File: config.mk
export PLATFORM = sky130hd
export DESIGN_NAME = uart_rx_byte
export DESIGN_NICKNAME = d
export VERILOG_FILES = /design/src/rtl/uart_pkg.sv /design/src/rtl/uart_rx_sampler.sv /design/src/rtl/uart_rx_byte.sv
export SDC_FILE = /design/constraint.sdc
export NUM_CORES = 1
export LEC_CHECK = 0
export ABC_AREA = 1
export CORE_MARGIN = 3
export CORE_UTILIZATION = 48
export CTS_CLUSTER_SIZE = 25
export DETAILED_ROUTE_END_ITERATION = 10
export PLACE_DENSITY = 0.81
export SYNTH_ARGS = -nofsm -noshare
export SYNTH_HDL_FRONTEND = slang
export SYNTH_SLANG_ARGS = --single-unit
File: constraint.sdc
create_clock -name clk -period 2.8 [get_ports clk]
set_input_delay 0.28 -clock clk [delete_from_list [all_inputs] [get_ports clk]]
set_output_delay 0.28 -clock clk [all_outputs]
set_load 0.02 [all_outputs]
File: src/rtl/uart_pkg.sv
// uart_pkg: definitions shared by the board UART transmit and receive blocks.
// Holds the receive FSM state encoding, the default bit timing for a 27 MHz
// clock at 115200 baud, and a 3-input majority helper.
package uart_pkg;

   localparam int unsigned UART_CLK_HZ       = 27_000_000;
   localparam int unsigned UART_BAUD         = 115_200;
   // 27e6 / 115200 = 234.375; truncation gives 234 clocks per bit (0.16 % fast)
   localparam int unsigned UART_CLKS_PER_BIT = UART_CLK_HZ / UART_BAUD;

   typedef enum logic [2:0] {
      ST_IDLE,
      ST_START,
      ST_DATA,
      ST_PARITY,
      ST_STOP,
      ST_BREAK
   } uart_state_t;

   function automatic logic majority3(input logic a, input logic b, input logic c);
      return (a & b) | (a & c) | (b & c);
   endfunction

endpackage

File: src/rtl/uart_rx_sampler.sv
// uart_rx_sampler: brings the asynchronous serial line into the clk domain
// through two flops and keeps two further taps of the synchronised line so a
// 3-sample majority vote is available every clock. Configuration macros: none.
module uart_rx_sampler
   import uart_pkg::*;
(
   input  logic clk,
   input  logic rst_n,
   input  logic rx,
   output logic rx_s,
   output logic rx_prev,
   output logic bit_val
);

   logic sync1;
   logic sync2;
   logic tap1;
   logic tap2;

   // Synchroniser and vote history; everything resets to the idle (high) level.
   always_ff @(posedge clk) begin
      if (!rst_n) begin
         sync1 <= 1'b1;
         sync2 <= 1'b1;
         tap1  <= 1'b1;
         tap2  <= 1'b1;
      end else begin
         sync1 <= rx;
         sync2 <= sync1;
         tap1  <= sync2;
         tap2  <= tap1;
      end
   end

   assign rx_s    = sync2;
   assign rx_prev = tap1;
   assign bit_val = majority3(sync2, tap1, tap2);

endmodule

File: src/rtl/uart_rx_byte.sv
// uart_rx_byte: 8N1 serial byte receiver with a one-entry valid/ready holding
// register, frame-error and overrun pulses, and a break state that waits for
// the line to return high after a low stop bit.
// Configuration macro: UART_RX_PARITY_EN adds an even-parity bit after the data
// bits and the O_parity_err pulse output.
module uart_rx_byte
   import uart_pkg::*;
#(
   parameter int unsigned CLKS_PER_BIT = UART_CLKS_PER_BIT,
   parameter int unsigned DATA_BITS    = 8
) (
   input  logic                 clk,
   input  logic                 I_rst_n,
   input  logic                 I_rx,
   output logic [DATA_BITS-1:0] O_data,
   output logic                 O_valid,
   input  logic                 I_ready,
   output logic                 O_frame_err,
   output logic                 O_overrun,
`ifdef UART_RX_PARITY_EN
   output logic                 O_parity_err,
`endif
   output logic                 O_busy
);

   localparam int unsigned CW = $clog2(CLKS_PER_BIT);
   localparam int unsigned IW = $clog2(DATA_BITS);

   localparam logic [CW-1:0] CNT_LAST   = CW'(CLKS_PER_BIT - 1);
   // The counter is 0 one clock after rx_s fell, and the vote taps lag the
   // counter by 0..2 clocks, so voting here centres the window on the bit middle.
   localparam logic [CW-1:0] CNT_SAMPLE = CW'(CLKS_PER_BIT / 2);
   localparam logic [IW-1:0] IDX_LAST   = IW'(DATA_BITS - 1);

   if (CLKS_PER_BIT < 16) begin : g_bad_clks
      $error("uart_rx_byte: CLKS_PER_BIT must be at least 16");
   end
   if (DATA_BITS < 5 || DATA_BITS > 8) begin : g_bad_bits
      $error("uart_rx_byte: DATA_BITS must be in 5..8");
   end

   uart_state_t          state;
   uart_state_t          state_n;
   logic                 rx_s;
   logic                 rx_prev;
   logic                 bit_val;
   logic [CW-1:0]        cnt;
   logic [IW-1:0]        idx;
   logic [DATA_BITS-1:0] shreg;
   logic                 sample;
   logic                 cnt_clr;
   logic                 shift_en;
   logic                 deliver;
   logic                 frame_err_set;
`ifdef UART_RX_PARITY_EN
   logic                 par_chk;
   logic                 par_bad;
   logic                 par_mismatch;
`endif

   uart_rx_sampler u_sampler (
      .clk     (clk),
      .rst_n   (I_rst_n),
      .rx      (I_rx),
      .rx_s    (rx_s),
      .rx_prev (rx_prev),
      .bit_val (bit_val)
   );

   assign sample = (cnt == CNT_SAMPLE);
   assign O_busy = (state != ST_IDLE);
`ifdef UART_RX_PARITY_EN
   assign par_mismatch = (^shreg) ^ bit_val;
`endif

   // FSM state register.
   always_ff @(posedge clk) begin
      if (!I_rst_n) begin
         state <= ST_IDLE;
      end else begin
         state <= state_n;
      end
   end

   // Next-state decode and per-sample control strobes.
   always_comb begin
      state_n       = state;
      cnt_clr       = 1'b0;
      shift_en      = 1'b0;
      deliver       = 1'b0;
      frame_err_set = 1'b0;
`ifdef UART_RX_PARITY_EN
      par_chk       = 1'b0;
`endif
      case (state)
         ST_IDLE: begin
            cnt_clr = 1'b1;
            if (rx_prev && !rx_s) begin
               state_n = ST_START;
            end
         end
         ST_START: begin
            if (sample) begin
               state_n = bit_val ? ST_IDLE : ST_DATA;
            end
         end
         ST_DATA: begin
            if (sample) begin
               shift_en = 1'b1;
               if (idx == IDX_LAST) begin
`ifdef UART_RX_PARITY_EN
                  state_n = ST_PARITY;
`else
                  state_n = ST_STOP;
`endif
               end
            end
         end
`ifdef UART_RX_PARITY_EN
         ST_PARITY: begin
            if (sample) begin
               par_chk = 1'b1;
               state_n = ST_STOP;
            end
         end
`endif
         ST_STOP: begin
            if (sample) begin
               if (bit_val) begin
`ifdef UART_RX_PARITY_EN
                  deliver = ~par_bad;
`else
                  deliver = 1'b1;
`endif
                  state_n = ST_IDLE;
               end else begin
                  frame_err_set = 1'b1;
                  state_n       = ST_BREAK;
               end
            end
         end
         ST_BREAK: begin
            cnt_clr = 1'b1;
            if (rx_s) begin
               state_n = ST_IDLE;
            end
         end
         default: begin
            state_n = ST_IDLE;
         end
      endcase
   end

   // Bit-period counter: cleared while waiting for an edge, reloaded every bit.
   always_ff @(posedge clk) begin
      if (!I_rst_n || cnt_clr) begin
         cnt <= '0;
      end else if (cnt == CNT_LAST) begin
         cnt <= '0;
      end else begin
         cnt <= cnt + 1'b1;
      end
   end

   // Data bit index and LSB-first shift register.
   always_ff @(posedge clk) begin
      if (!I_rst_n) begin
         idx   <= '0;
         shreg <= '0;
      end else begin
         if (cnt_clr) begin
            idx <= '0;
         end else if (shift_en && idx != IDX_LAST) begin
            idx <= idx + 1'b1;
         end
         if (shift_en) begin
            shreg <= {bit_val, shreg[DATA_BITS-1:1]};
         end
      end
   end

`ifdef UART_RX_PARITY_EN
   // Remembers a parity mismatch until the stop bit decides delivery.
   always_ff @(posedge clk) begin
      if (!I_rst_n || cnt_clr) begin
         par_bad <= 1'b0;
      end else if (par_chk) begin
         par_bad <= par_mismatch;
      end
   end
`endif

   // Holding register, valid/ready handshake and single-cycle error pulses.
   always_ff @(posedge clk) begin
      if (!I_rst_n) begin
         O_data       <= '0;
         O_valid      <= 1'b0;
         O_frame_err  <= 1'b0;
         O_overrun    <= 1'b0;
`ifdef UART_RX_PARITY_EN
         O_parity_err <= 1'b0;
`endif
      end else begin
         O_frame_err  <= frame_err_set;
         O_overrun    <= deliver & O_valid & ~I_ready;
`ifdef UART_RX_PARITY_EN
         O_parity_err <= par_chk & par_mismatch;
`endif
         if (deliver && (!O_valid || I_ready)) begin
            O_data  <= shreg;
            O_valid <= 1'b1;
         end else if (O_valid && I_ready) begin
            O_valid <= 1'b0;
         end
      end
   end

endmodule
# Word-level counts from Yosys, hierarchy flattened
# Index checks and enable logic that the tools add are counted.
# word_totals
ff_bits	37
word_cells	72
inputBits	4
# op_classes
mux	18
add_sub_neg	2
n_eq_ne	14
bitwise_logic	9
n_reduce_logical	17
# op_table
cell	n
2-to-1 mux 3 bit	7
one-hot mux 3 bit (5 select lines)	1
inequality test 2 bit (second input constant)	5
equality test 3 bit (second input constant)	3
2-to-1 mux 1 bit	9
adder 8 x 1 -> 8 bit (second input constant)	1
equality test 8 x 7 -> 1 bit (second input constant)	1
equality test 8 bit (second input constant)	1
AND reduction 6 bit	1
OR reduction 2 bit	3
AND 1 bit	5
logical AND 1 bit	4
adder 3 x 1 -> 3 bit (second input constant)	1
equality test 3 x 1 -> 1 bit (second input constant)	1
equality test 3 x 2 -> 1 bit (second input constant)	1
logical NOT 1 bit	3
logical NOT 3 bit	1
inequality test 3 bit (second input constant)	1
AND reduction 3 bit	1
nonzero test 3 bit	1
logical OR 1 bit	2
2-to-1 mux 2 bit	1
inequality test 2 x 1 -> 1 bit (second input constant)	1
inverter 1 bit	2
other kinds (2)	3

# Longest topological paths before layout
# depth
word_depth	8
ltp_mapped	11
ltp_nobuf	10

# By module
# Synthesis repeated with hierarchy kept, for this count alone.
# hier_totals
cells_unflattened	230
area_unflattened_um2	1664.1
# modules_own_cells
module	area_per_inst_um2	cells_per_inst	instances	seq_area_each_um2
uart_rx_byte	1537.7	214	1	660.6
uart_rx_sampler	126.4	16	1	80.1

# Least setup slack after synthesis
# Ideal clock, no wire load.
# synth_path
path_type	register -> register
from	register cnt[0]
to	register idx[2]
path_buffers	1
arrival_time_ps	1216
stages_incl_launch_ff	10
required_time_ps	2684
setup_time_ps	116
period_less_slack_ps	1332
path_slack_ps	1468
path_cell_list	dfxtp_1 -> ha_1 -> nand2_1 -> nor2_4 -> nand2_2 -> clkinv_2 -> buf_8 -> nand3b_2 -> o21ai_0 -> nor2_1
# synth_via
elab_chain_cells	4
# synth_lines
element	line_no	text
from (decl)	uart_rx_byte.sv:47	logic [CW-1:0] cnt;
from (signal assigned)	uart_rx_byte.sv:161	cnt <= cnt + 1'b1;
equality test 8 x 7 -> 1 bit	uart_rx_byte.sv:70	assign sample = (cnt == CNT_SAMPLE);
2-to-1 mux 1 bit	uart_rx_byte.sv:108	if (sample) begin
2-to-1 mux 1 bit	uart_rx_byte.sv:95	case (state)
logical AND 1 bit	uart_rx_byte.sv:173	end else if (shift_en && idx != IDX_LAST) begin
to (signal assigned)	uart_rx_byte.sv:174	idx <= idx + 1'b1;
to (decl)	uart_rx_byte.sv:48	logic [IW-1:0] idx;
# No other way between the ends.
# A chain may end at the register's enable or synchronous reset.

# Final worst setup path
# layout_path
from	register state[0]
to	output port O_busy
# layout_via
elab_chain_cells	1
# layout_lines
element	line_no	text
from (decl)	uart_rx_byte.sv:42	uart_state_t state;
from (signal assigned)	uart_rx_byte.sv:81	state <= state_n;
nonzero test 3 bit	uart_rx_byte.sv:71	assign O_busy = (state != ST_IDLE);
to (decl)	uart_rx_byte.sv:23	output logic O_busy
# No other way between the ends.

==> metrics.csv <==
metric,value,unit
status,completed,
Hold Crit Class,reg -> reg,
met2 Use GR,0.241,
number of flops mapped to enable cells by yosys,0,
crit-path cells,"nor2_1, nand2_1, clkdlybuf4s50_1",
crit path DAT,1600,ps
Final Hold Vio Count,0,
M1 GR Usage,0.205,
Clock Latency Late Sink,350,ps
via count,1315,
Cells after Synth,216,
synthesized area,1600,um^2
cell count along the critical path,3,
GRT overflow,0,
Top Ports,16,
sequential fraction of the synthesis area,0.464,
Least-Margin Pin Slew,722,ps
Logic pwr share,0.191,
Hold Path Depth,1,
post-route setup TNS,0,ps
layout net count,243,
family with the most delay on the worst path,buffers and inverters,
Clock Skew,11.7,ps
crit-path max cell delay,630,ps
IO buf count,15,
Final ANT Viol Nets,0,
core area,3100,um^2
"Buf+Inv Stages, Crit Path",1,
row cnt,20,
H-tree levels,2,
Chip Width,63.7,um
Final Instance Area,1870,um^2
gpl congestion,0.915,
Via density,4.70,
routed len/inst,9.91,um
height of the die,63.7,um
P_leak,0.000829,uW
ratio of cells with drive above 1 in the final layout,0.102,
CTS Buffer Depth,2,
# DRC,0,
Seq pwr share,0.483,
# setup viols final,0,
critical path capture point type,output pin,
PD cells,633,nW/um^2
ANT cells,0,
post-synthesis cell type count,26,
fin. max-slew vios,0,
"Max FO, Critical Path",5,
vias in the first global route,1189,
Pint,837,uW
Sink Count,37,
Synth-to-Final Area Change,17.1,%
Setup Crit Path Kind,reg -> out,
Peak Freq,0.531,GHz
fin crit period,1880,ps
period utilization,0.673,
routing usage on met3,0.0374,
largest net degree at the start of global routing,15,
GRT Max-Usage Layer,met2,
total CTS buffers,5,
worst reg-to-reg path cell count,5,
die footprint,4050,um^2
r2r setup slk,1150,ps
Max-Cap Viols,0,
DRT iter0 DRCs,52,
VDD IR max,0.000414,V
sw power,346,uW
Worst slew margin,0.516,
initial antenna violation count,0,
post-synthesis register bit count,37,
setup bufs post-CTS,0,
Post-CTS Hold Buffers,0,
RSZ-0062 raised after global routing,no,
Crit-path slowest cell,clkdlybuf4s50_1,
HPWL Detailed,2060,um
Mean Syn Cell Area,7.39,um^2
setup ws final,916,ps
root buffer cell,clkbuf_4,
Placed Area,1780,um^2
"CTS clk-pin slew, worst paths",100,ps
1st-pass router iterations,4,
top_reg_cell synth,dfxtp_1,
global-route wire length before repair,5060,um
final WL,2770,um
worst slack at placement,1170,ps
Worst Setup Start Kind,register,
overall global routing resource usage,0.160,
CP required,2520,ps
Clk pwr share,0.326,
Post-synth ARST share,0,
effective utilization at floorplan,0.515,
switching share of power,0.292,
CTS tree,yes,
syn nets,224,
Resize count post-CTS,0,
yosys synthesis warning count,0,
WHS,427,ps
power groups by stage:
stage               logic (uW)  registers, uW  clock network (uW)
detailed placement         225            584                   0
global placement           220            582                   0
global route               258            577                 427
finish                     226            572                 385
CTS                        226            572                 398
floorplan                  169            580                   0
cells in the final DEF, fill, tap and decap left out, types with 2 or more instances in the layout:
cell,instances
a21oi_1,11
clkbuf_4,5
clkdlybuf4s50_1,15
dfxtp_1,37
ha_1,4
inv_1,25
nand2_1,52
nand2_2,4
nand3_1,14
nand4_1,2
nor2_1,38
nor2_2,2
nor3_1,5
nor3_2,2
o21ai_0,4
or2_2,2
xor2_1,2
Yosys cell counts, types with 4 or more instances:
cell type / count / share of area
nor3_1: 5 / 0.016
nor2_1: 38 / 0.089
nand3_1: 14 / 0.044
o21ai_0: 4 / 0.013
dfxtp_1: 37 / 0.46
ha_1: 4 / 0.031
a21oi_1: 11 / 0.034
nand2_2: 4 / 0.016
inv_1: 25 / 0.059
nand2_1: 52 / 0.12
layer usage:
layer | routed length [um] | share of wire | vias up
li1 | - | - | 710
met1 | 1310 | 0.47 | 576
met2 | 1260 | 0.45 | 22
met3 | 134 | 0.048 | 7
met4 | 70 | 0.025 | 0
met5 | 0 | 0 | -
flip-flops by register name (all words and copies together) (netlist names), 3 cells and up:
register,flops
cnt,8
idx,3
shreg,8
state,3
O_data,8
metrics by stage:
step | utilization | power [uW] | std cells
final | 0.602 | 1180 | 280
after global routing | 0.602 | 1260 | 280
after CTS | 0.602 | 1200 | 280
after detailed placement | 0.574 | 809 | 272
after global placement | 0.574 | 802 | 272
after floorplan | - | 749 | 216
worst paths after layout:
path                         startpoint                         to
max               state[0]$_SDFFE_PN0P_                     O_busy
min          u_sampler.sync1$_SDFF_PN1_  u_sampler.rx_s$_SDFF_PN1_
max reg2reg       state[2]$_SDFFE_PN0P_        idx[1]$_SDFFE_PP0P_
min reg2reg  u_sampler.sync1$_SDFF_PN1_  u_sampler.rx_s$_SDFF_PN1_
area by class of cell:
cell class / count / area, um^2
Fill cell: 306 / 1230
Sequential cell: 37 / 741
Multi-Input combinational cell: 148 / 724
Timing Repair Buffer: 16 / 158
Inverter: 27 / 103
Tap cell: 44 / 55.1
Clock buffer: 6 / 51.3
Clock inverter: 2 / 37.5
worst reg2reg max path: cells and delay by family (launching register included):
family | cells | cell delay (ps)
simple gates | 4 | 1160
flops | 1 | 360
compound gates | 1 | 90
cell families after synthesis:
logic type	after synthesis	synth area share
buffers and inverters	31	0.0823
flip-flops	37	0.464
AND/OR/NAND/NOR	126	0.359
AO/OA/AOI/OAI	15	0.0470
XOR/XNOR	3	0.0165
adder cells (fa/ha/maj)	4	0.0313
Power figures use the tool's default switching activity.
